`config.mk`:
```
export PLATFORM = sky130hd
export DESIGN_NAME = apb_requester_flat
export DESIGN_NICKNAME = d
export VERILOG_FILES = /design/src/rtl/apb_requester_if.sv /design/src/rtl/apb_requester.sv /design/src/flat_wrapper.sv
export SDC_FILE = /design/constraint.sdc
export NUM_CORES = 1
export LEC_CHECK = 0
export CAP_MARGIN = 20
export CORE_ASPECT_RATIO = 1.4
export CORE_UTILIZATION = 41
export DETAILED_ROUTE_END_ITERATION = 12
export GPL_TIMING_DRIVEN = 0
export PLACE_DENSITY = 0.88
export SLEW_MARGIN = 20
export SYNTH_ARGS = -nofsm -noshare
export SYNTH_HDL_FRONTEND = slang
export SYNTH_SLANG_ARGS = --single-unit
export TNS_END_PERCENT = 50
```
`constraint.sdc`:
```
create_clock -name PCLK -period 2.3 [get_ports PCLK]
set_input_delay 0.46 -clock PCLK [delete_from_list [all_inputs] [get_ports PCLK]]
set_output_delay 0.46 -clock PCLK [all_outputs]
set_load 0.005 [all_outputs]
```
`src/rtl/apb_requester_if.sv`:
```
`default_nettype none
// ============================================================================
//  Module   : apb_requester_if
//  Purpose  : Command/response and APB bus bundle for apb_requester.
//  Revision : 1.0
// ============================================================================
interface apb_requester_if #(
    parameter int DATA_WIDTH = 32,
    parameter int ADDR_WIDTH = 32
);
    logic                  cmd_valid;
    logic                  cmd_ready;
    logic                  cmd_write;
    logic [ADDR_WIDTH-1:0] cmd_addr;
    logic [DATA_WIDTH-1:0] cmd_wdata;
    logic                  rsp_valid;
    logic [DATA_WIDTH-1:0] rsp_rdata;
    logic                  rsp_err;
    logic                  rsp_timeout;
    logic                  PSELx;
    logic                  PENABLE;
    logic                  PWRITE;
    logic [ADDR_WIDTH-1:0] PADDR;
    logic [DATA_WIDTH-1:0] PWDATA;
    logic [DATA_WIDTH-1:0] PRDATA;
    logic                  PREADY;
    logic                  PSLVERR;

    // Requester view
    modport master (
        input  cmd_valid, cmd_write, cmd_addr, cmd_wdata, PRDATA, PREADY, PSLVERR,
        output cmd_ready, rsp_valid, rsp_rdata, rsp_err, rsp_timeout,
               PSELx, PENABLE, PWRITE, PADDR, PWDATA
    );

    // Environment view: command source plus APB completer
    modport slave (
        output cmd_valid, cmd_write, cmd_addr, cmd_wdata, PRDATA, PREADY, PSLVERR,
        input  cmd_ready, rsp_valid, rsp_rdata, rsp_err, rsp_timeout,
               PSELx, PENABLE, PWRITE, PADDR, PWDATA
    );
endinterface
`default_nettype wire

```
`src/rtl/apb_requester.sv`:
```
`default_nettype none
// ============================================================================
//  Module   : apb_requester
//  Purpose  : Turns one valid/ready command into one APB transfer and returns
//             a single-cycle response, with an optional wait-state timeout.
//  Revision : 1.0
// ============================================================================
module apb_requester #(
    parameter int DATA_WIDTH     = 32,
    parameter int ADDR_WIDTH     = 32,
    parameter int TIMEOUT_CYCLES = 16
) (
    input  wire             PCLK,
    input  wire             PRESETn,
    apb_requester_if.master bus
);

    localparam int         c_CNT_W  = (TIMEOUT_CYCLES > 0) ? $clog2(TIMEOUT_CYCLES + 1) : 1;
    localparam logic [1:0] c_IDLE   = 2'd0;
    localparam logic [1:0] c_SETUP  = 2'd1;
    localparam logic [1:0] c_ACCESS = 2'd2;
    localparam logic [1:0] c_RESP   = 2'd3;

    logic [1:0]            r_state;
    logic [1:0]            w_state_nxt;
    logic                  r_cmd_ready,   w_cmd_ready;
    logic                  r_psel,        w_psel;
    logic                  r_penable,     w_penable;
    logic                  r_pwrite,      w_pwrite;
    logic [ADDR_WIDTH-1:0] r_paddr,       w_paddr;
    logic [DATA_WIDTH-1:0] r_pwdata,      w_pwdata;
    logic                  r_rsp_valid,   w_rsp_valid;
    logic [DATA_WIDTH-1:0] r_rsp_rdata,   w_rsp_rdata;
    logic                  r_rsp_err,     w_rsp_err;
    logic                  r_rsp_timeout, w_rsp_timeout;
    logic [c_CNT_W-1:0]    r_wait_cnt,    w_wait_cnt;
    logic                  w_accept;
    logic                  w_expire;

    assign w_accept = (r_state == c_IDLE) && r_cmd_ready && bus.cmd_valid;

    // Expiry fires on the edge that would complete the TIMEOUT_CYCLES-th idle wait.
    generate
        if (TIMEOUT_CYCLES > 0) begin : g_timeout
            localparam logic [c_CNT_W-1:0] c_TO_LAST = c_CNT_W'(TIMEOUT_CYCLES - 1);
            assign w_expire = !bus.PREADY && (r_wait_cnt == c_TO_LAST);
        end else begin : g_no_timeout
            assign w_expire = 1'b0;
        end
    endgenerate

    // State and registered outputs
    always_ff @(posedge PCLK or negedge PRESETn) begin
        if (!PRESETn) begin
            r_state       <= c_IDLE;
            r_cmd_ready   <= 1'b0;
            r_psel        <= 1'b0;
            r_penable     <= 1'b0;
            r_pwrite      <= 1'b0;
            r_paddr       <= '0;
            r_pwdata      <= '0;
            r_rsp_valid   <= 1'b0;
            r_rsp_rdata   <= '0;
            r_rsp_err     <= 1'b0;
            r_rsp_timeout <= 1'b0;
            r_wait_cnt    <= '0;
        end else begin
            r_state       <= w_state_nxt;
            r_cmd_ready   <= w_cmd_ready;
            r_psel        <= w_psel;
            r_penable     <= w_penable;
            r_pwrite      <= w_pwrite;
            r_paddr       <= w_paddr;
            r_pwdata      <= w_pwdata;
            r_rsp_valid   <= w_rsp_valid;
            r_rsp_rdata   <= w_rsp_rdata;
            r_rsp_err     <= w_rsp_err;
            r_rsp_timeout <= w_rsp_timeout;
            r_wait_cnt    <= w_wait_cnt;
        end
    end

    always_comb begin
        w_state_nxt = r_state;
        case (r_state)
            c_IDLE:   if (w_accept) w_state_nxt = c_SETUP;
            c_SETUP:  w_state_nxt = c_ACCESS;
            c_ACCESS: if (bus.PREADY || w_expire) w_state_nxt = c_RESP;
            c_RESP:   w_state_nxt = c_IDLE;
            default:  w_state_nxt = c_IDLE;
        endcase
    end

    // Next values of every registered output, derived from the upcoming state
    always_comb begin
        w_cmd_ready   = (w_state_nxt == c_IDLE);
        w_psel        = (w_state_nxt == c_SETUP) || (w_state_nxt == c_ACCESS);
        w_penable     = (w_state_nxt == c_ACCESS);
        w_rsp_valid   = (w_state_nxt == c_RESP);
        w_pwrite      = r_pwrite;
        w_paddr       = r_paddr;
        w_pwdata      = r_pwdata;
        w_rsp_rdata   = r_rsp_rdata;
        w_rsp_err     = r_rsp_err;
        w_rsp_timeout = r_rsp_timeout;
        w_wait_cnt    = r_wait_cnt;

        if (w_accept) begin
            w_pwrite   = bus.cmd_write;
            w_paddr    = bus.cmd_addr;
            w_pwdata   = bus.cmd_wdata;
            w_wait_cnt = '0;
        end

        if (r_state == c_ACCESS) begin
            if (bus.PREADY) begin
                w_rsp_rdata   = r_pwrite ? '0 : bus.PRDATA;
                w_rsp_err     = bus.PSLVERR;
                w_rsp_timeout = 1'b0;
            end else begin
                w_wait_cnt = r_wait_cnt + c_CNT_W'(1);
                if (w_expire) begin
                    w_rsp_rdata   = '0;
                    w_rsp_err     = 1'b1;
                    w_rsp_timeout = 1'b1;
                end
            end
        end
    end

    assign bus.cmd_ready   = r_cmd_ready;
    assign bus.PSELx       = r_psel;
    assign bus.PENABLE     = r_penable;
    assign bus.PWRITE      = r_pwrite;
    assign bus.PADDR       = r_paddr;
    assign bus.PWDATA      = r_pwdata;
    assign bus.rsp_valid   = r_rsp_valid;
    assign bus.rsp_rdata   = r_rsp_rdata;
    assign bus.rsp_err     = r_rsp_err;
    assign bus.rsp_timeout = r_rsp_timeout;

endmodule
`default_nettype wire

```
`src/flat_wrapper.sv`:
```
// flat-port wrapper written by rule: the top's interface ports become plain ports
module apb_requester_flat 
#(
    parameter int DATA_WIDTH     = 32,
    parameter int ADDR_WIDTH     = 32,
    parameter int TIMEOUT_CYCLES = 16
)
  (PCLK, PRESETn, bus_cmd_valid, bus_cmd_write, bus_cmd_addr, bus_cmd_wdata, bus_PRDATA, bus_PREADY, bus_PSLVERR, bus_cmd_ready, bus_rsp_valid, bus_rsp_rdata, bus_rsp_err, bus_rsp_timeout, bus_PSELx, bus_PENABLE, bus_PWRITE, bus_PADDR, bus_PWDATA);
  apb_requester_if #(.DATA_WIDTH(DATA_WIDTH), .ADDR_WIDTH(ADDR_WIDTH)) bus_i ();
  input  wire PCLK;
  input  wire PRESETn;
  input wire logic [$bits(bus_i.cmd_valid)-1:0] bus_cmd_valid;
  input wire logic [$bits(bus_i.cmd_write)-1:0] bus_cmd_write;
  input wire logic [$bits(bus_i.cmd_addr)-1:0] bus_cmd_addr;
  input wire logic [$bits(bus_i.cmd_wdata)-1:0] bus_cmd_wdata;
  input wire logic [$bits(bus_i.PRDATA)-1:0] bus_PRDATA;
  input wire logic [$bits(bus_i.PREADY)-1:0] bus_PREADY;
  input wire logic [$bits(bus_i.PSLVERR)-1:0] bus_PSLVERR;
  output wire logic [$bits(bus_i.cmd_ready)-1:0] bus_cmd_ready;
  output wire logic [$bits(bus_i.rsp_valid)-1:0] bus_rsp_valid;
  output wire logic [$bits(bus_i.rsp_rdata)-1:0] bus_rsp_rdata;
  output wire logic [$bits(bus_i.rsp_err)-1:0] bus_rsp_err;
  output wire logic [$bits(bus_i.rsp_timeout)-1:0] bus_rsp_timeout;
  output wire logic [$bits(bus_i.PSELx)-1:0] bus_PSELx;
  output wire logic [$bits(bus_i.PENABLE)-1:0] bus_PENABLE;
  output wire logic [$bits(bus_i.PWRITE)-1:0] bus_PWRITE;
  output wire logic [$bits(bus_i.PADDR)-1:0] bus_PADDR;
  output wire logic [$bits(bus_i.PWDATA)-1:0] bus_PWDATA;
  assign bus_i.cmd_valid = bus_cmd_valid;
  assign bus_i.cmd_write = bus_cmd_write;
  assign bus_i.cmd_addr = bus_cmd_addr;
  assign bus_i.cmd_wdata = bus_cmd_wdata;
  assign bus_i.PRDATA = bus_PRDATA;
  assign bus_i.PREADY = bus_PREADY;
  assign bus_i.PSLVERR = bus_PSLVERR;
  assign bus_cmd_ready = bus_i.cmd_ready;
  assign bus_rsp_valid = bus_i.rsp_valid;
  assign bus_rsp_rdata = bus_i.rsp_rdata;
  assign bus_rsp_err = bus_i.rsp_err;
  assign bus_rsp_timeout = bus_i.rsp_timeout;
  assign bus_PSELx = bus_i.PSELx;
  assign bus_PENABLE = bus_i.PENABLE;
  assign bus_PWRITE = bus_i.PWRITE;
  assign bus_PADDR = bus_i.PADDR;
  assign bus_PWDATA = bus_i.PWDATA;
  apb_requester #(.DATA_WIDTH(DATA_WIDTH), .ADDR_WIDTH(ADDR_WIDTH), .TIMEOUT_CYCLES(TIMEOUT_CYCLES)) u_core (.PCLK(PCLK), .PRESETn(PRESETn), .bus(bus_i));
endmodule
```
==> results of run 1 <==
-- power groups by stage --
stage	clock, W	combinational (W)	sequential (W)
global placement	0	0.00354	0.00332
CTS	0.00149	0.00369	0.00335
floorplan	0	0.00124	0.00341
global route	0.00155	0.00395	0.00345
detailed placement	0	0.00366	0.00339
finish	0.00145	0.00362	0.00335
-- metal layers --
metal / part of all wire / vias to the layer above
met5: 0 / -
met4: 0.027 / 0
met3: 0.064 / 22
met2: 0.53 / 130
met1: 0.38 / 1591
li1: - / 1534
-- sequential cells by signal (all words and copies together), names as in the netlist --
| register | count |
|---|---|
| u_core.bus.rsp_rdata | 32 |
| u_core.bus.cmd_ready | 1 |
| u_core.bus.PWRITE | 1 |
| u_core.bus.PENABLE | 1 |
| u_core.r_wait_cnt | 5 |
| u_core.bus.rsp_err | 1 |
| u_core.bus.PSELx | 1 |
| u_core.r_state | 2 |
| u_core.bus.rsp_timeout | 1 |
| u_core.bus.PADDR | 32 |
| u_core.bus.PWDATA | 32 |
| u_core.bus.rsp_valid | 1 |
-- worst max-delay path, delay by kind of cell, from the launching register on --
kind            cells  cell delay, ns
fa+ha+maj           3            0.66
flops               1            0.42
compound gates      2            0.33
buf+inv             3            0.32
simple gates        1            0.19
-- synthesized netlist by cell type --
master	count	area [µm²]
xor2_1	1	8.76
ha_1	6	75.1
and3_1	1	6.26
nand3_1	6	30.0
o21ai_0	34	170
xnor2_1	1	8.76
buf_6	1	11.3
nand3_2	1	10.0
buf_4	3	22.5
dfrtp_1	110	2750
nor2b_1	2	12.5
inv_1	7	26.3
a21oi_1	2	10.0
o211ai_1	1	7.51
and2_1	1	6.26
o21ai_1	5	25.0
buf_2	12	60.1
mux2_2	65	732
nand2_1	65	244
nand2b_1	1	6.26
o21ai_2	1	8.76
clkbuf_1	3	11.3
-- kinds of logic after synthesis --
family | after synthesis | share of synthesized area
AO/OA/AOI/OAI | 43 | 0.0522
XOR/XNOR | 2 | 0.00413
adder cells (fa/ha/maj) | 6 | 0.0177
buffers and inverters | 26 | 0.0309
flip-flops | 110 | 0.648
multiplexers | 65 | 0.172
AND/OR/NAND/NOR | 77 | 0.0743
-- area by class of cell --
cell class,count,area [µm²],share of cell area
clock buffers,12,256,0.0379
multi-input cells,193,1360,0.201
well taps,135,169,0.0250
inverters,7,26.3,0.00389
repair buffers,205,2070,0.306
plain buffers,19,105,0.0155
flip-flops and latches,110,2750,0.407
clock inverters,3,18.8,0.00278
-- final timing paths --
kind / from / to / slack (ns)
worst max-delay path: u_core.r_wait_cnt[0] / u_core.bus.PSELx / 0.31
worst min-delay path: PRESETn / u_core.bus.rsp_rdata[12] / 0.008
worst max register to register: u_core.r_wait_cnt[0] / u_core.bus.PSELx / 0.31
worst min register to register: u_core.bus.rsp_rdata[24] / u_core.bus.rsp_rdata[24] / 0.48
max in group asynchronous: PRESETn / u_core.bus.rsp_valid / 1.61
min in group PCLK: u_core.bus.rsp_rdata[24] / u_core.bus.rsp_rdata[24] / 0.48
-- metrics by stage --
stage	area, µm²	power, W	std cells	worst slack, ns	setup TNS, ns
detailed placement	6480	0.00705	669	0.231	0
floorplan	4250	0.00465	329	0.527	0
global placement	6460	0.00685	668	-3.24	-355.70
global route	6760	0.00895	684	0.160	0
CTS	6760	0.00852	684	0.300	0
finish	6760	0.00842	684	0.312	0
==> out/results.ini, run 1 <==
[timing]
finalMaxSlewViolations = 0
hold_violations = 0
holdWs_ns = 0.00836
tightest_slew_ns = 0.374
rsz0062_at_grt = false
relSlewSlack = 0.751
setup_violations = 0
fmax_ghz = 0.503
fin_crit_sh = 0.864
skew_ns = 0.00864
period_needed_ns = 1.99

[placed_design]
gp_congestion = 0.770
dpl.hpwl_um = 8120
numPortBuffers = 204

[setup_path]
crit_arrival_ns = 2.26
path_class = reg -> reg
crit_top_cell = ha_1
startpoint_type = flip-flop
path_cells = ha_1 > and3_1 > ha_1 > o21ai_2 > buf_6 > o211ai_1 > inv_1 > ha_1 > inv_1
crit_slowest_cell = dfrtp_1
path_max_fanout = 10
endpoint_kind = flip-flop
crit_path_max_incr_delay_ns = 0.42
critPathRequiredTime_ns = 2.58
reg2regPathDepth = 9

[synth]
synth_area_mm2 = 0.00425
ys_ff_latch = 110
yosysWarnings = 0
yosysSeqAreaShare = 0.648
synth.distinct_cells = 22
avgSynthCellArea_um2 = 12.9
syn_inst = 329
syn_nets = 437

[power]
p_sw_w = 0.00239
internal-power_w = 0.00603
seq_power_share = 0.398
power_leakage_nw = 2.91
comb_power_share = 0.430
clkPwrFrac = 0.172
peakVddDrop_mv = 0.714
switching_share = 0.284
power.density_mw_per_mm2 = 1250

[routing]
ant_nets = 0
first_pass_iters = 4
viasPerCell = 4.79
remaining_drc_errors = 0
vias = 3277
wirelength_um = 10600
drtIter0Drc = 108
drt-wirelength-per-cell_um = 15.5

[global_routing]
grt_overflow = 0
grtUsageMet1 = 0.224
grt_pass1_wl_um = 16300
grt_use_total = 0.201
use_met2 = 0.350
grt_max_degree = 74
met3_usage = 0.0525
antenna_found_initial = 0
top_usage_layer = met2
grt_pass1_vias = 3407

[cts]
insertion_delay_ns = 0.34
cts_setup_buffers = 0
cts_hold_buf = 0
cts.repair.resized = 0
cts_tree = done
clkSlewWorstSetupHoldPaths_ns = 0.07
cts.sinks = 110
cts_buffer_depth = 2
htree_levels = 3
numCtsBuffers = 9
cts-root-buf = clkbuf_16

[final_layout]
final_common_cell = clkdlybuf4s50_1
drive_gt1_frac = 0.180
area_growth_pct = 59.2
diodes = 0
fin_util = 0.676
nFillCells = 748
nNetsFinal = 653
layout_common_cells = clkdlybuf4s50_1, dfrtp_1, nand2_1, mux2_2, o21ai_0

[die]
initial_utilization = 0.424
fp.coreArea_mm2 = 0.0100
die_area_mm2 = 0.0108
io_pins = 205
rows = 43
die_h_um = 122
die_w_um = 88

[job]
cap_violations = 0

[run_status]
status = finished clean

[hold_path]
hold_path.class = in -> async

Note: power is estimated with default switching activity, not from simulation.
==> run 2: changes to the inputs <==
--- a/config.mk
+++ b/config.mk
@@ -11,7 +11,7 @@
 export DETAILED_ROUTE_END_ITERATION = 12
 export GPL_TIMING_DRIVEN = 0
 export PLACE_DENSITY = 0.88
-export SLEW_MARGIN = 20
+export SLEW_MARGIN = 25
 export SYNTH_ARGS = -nofsm -noshare
 export SYNTH_HDL_FRONTEND = slang
 export SYNTH_SLANG_ARGS = --single-unit
==> results of run 2 <==
Final layout, timing and power as in run 1 (identical DEF).
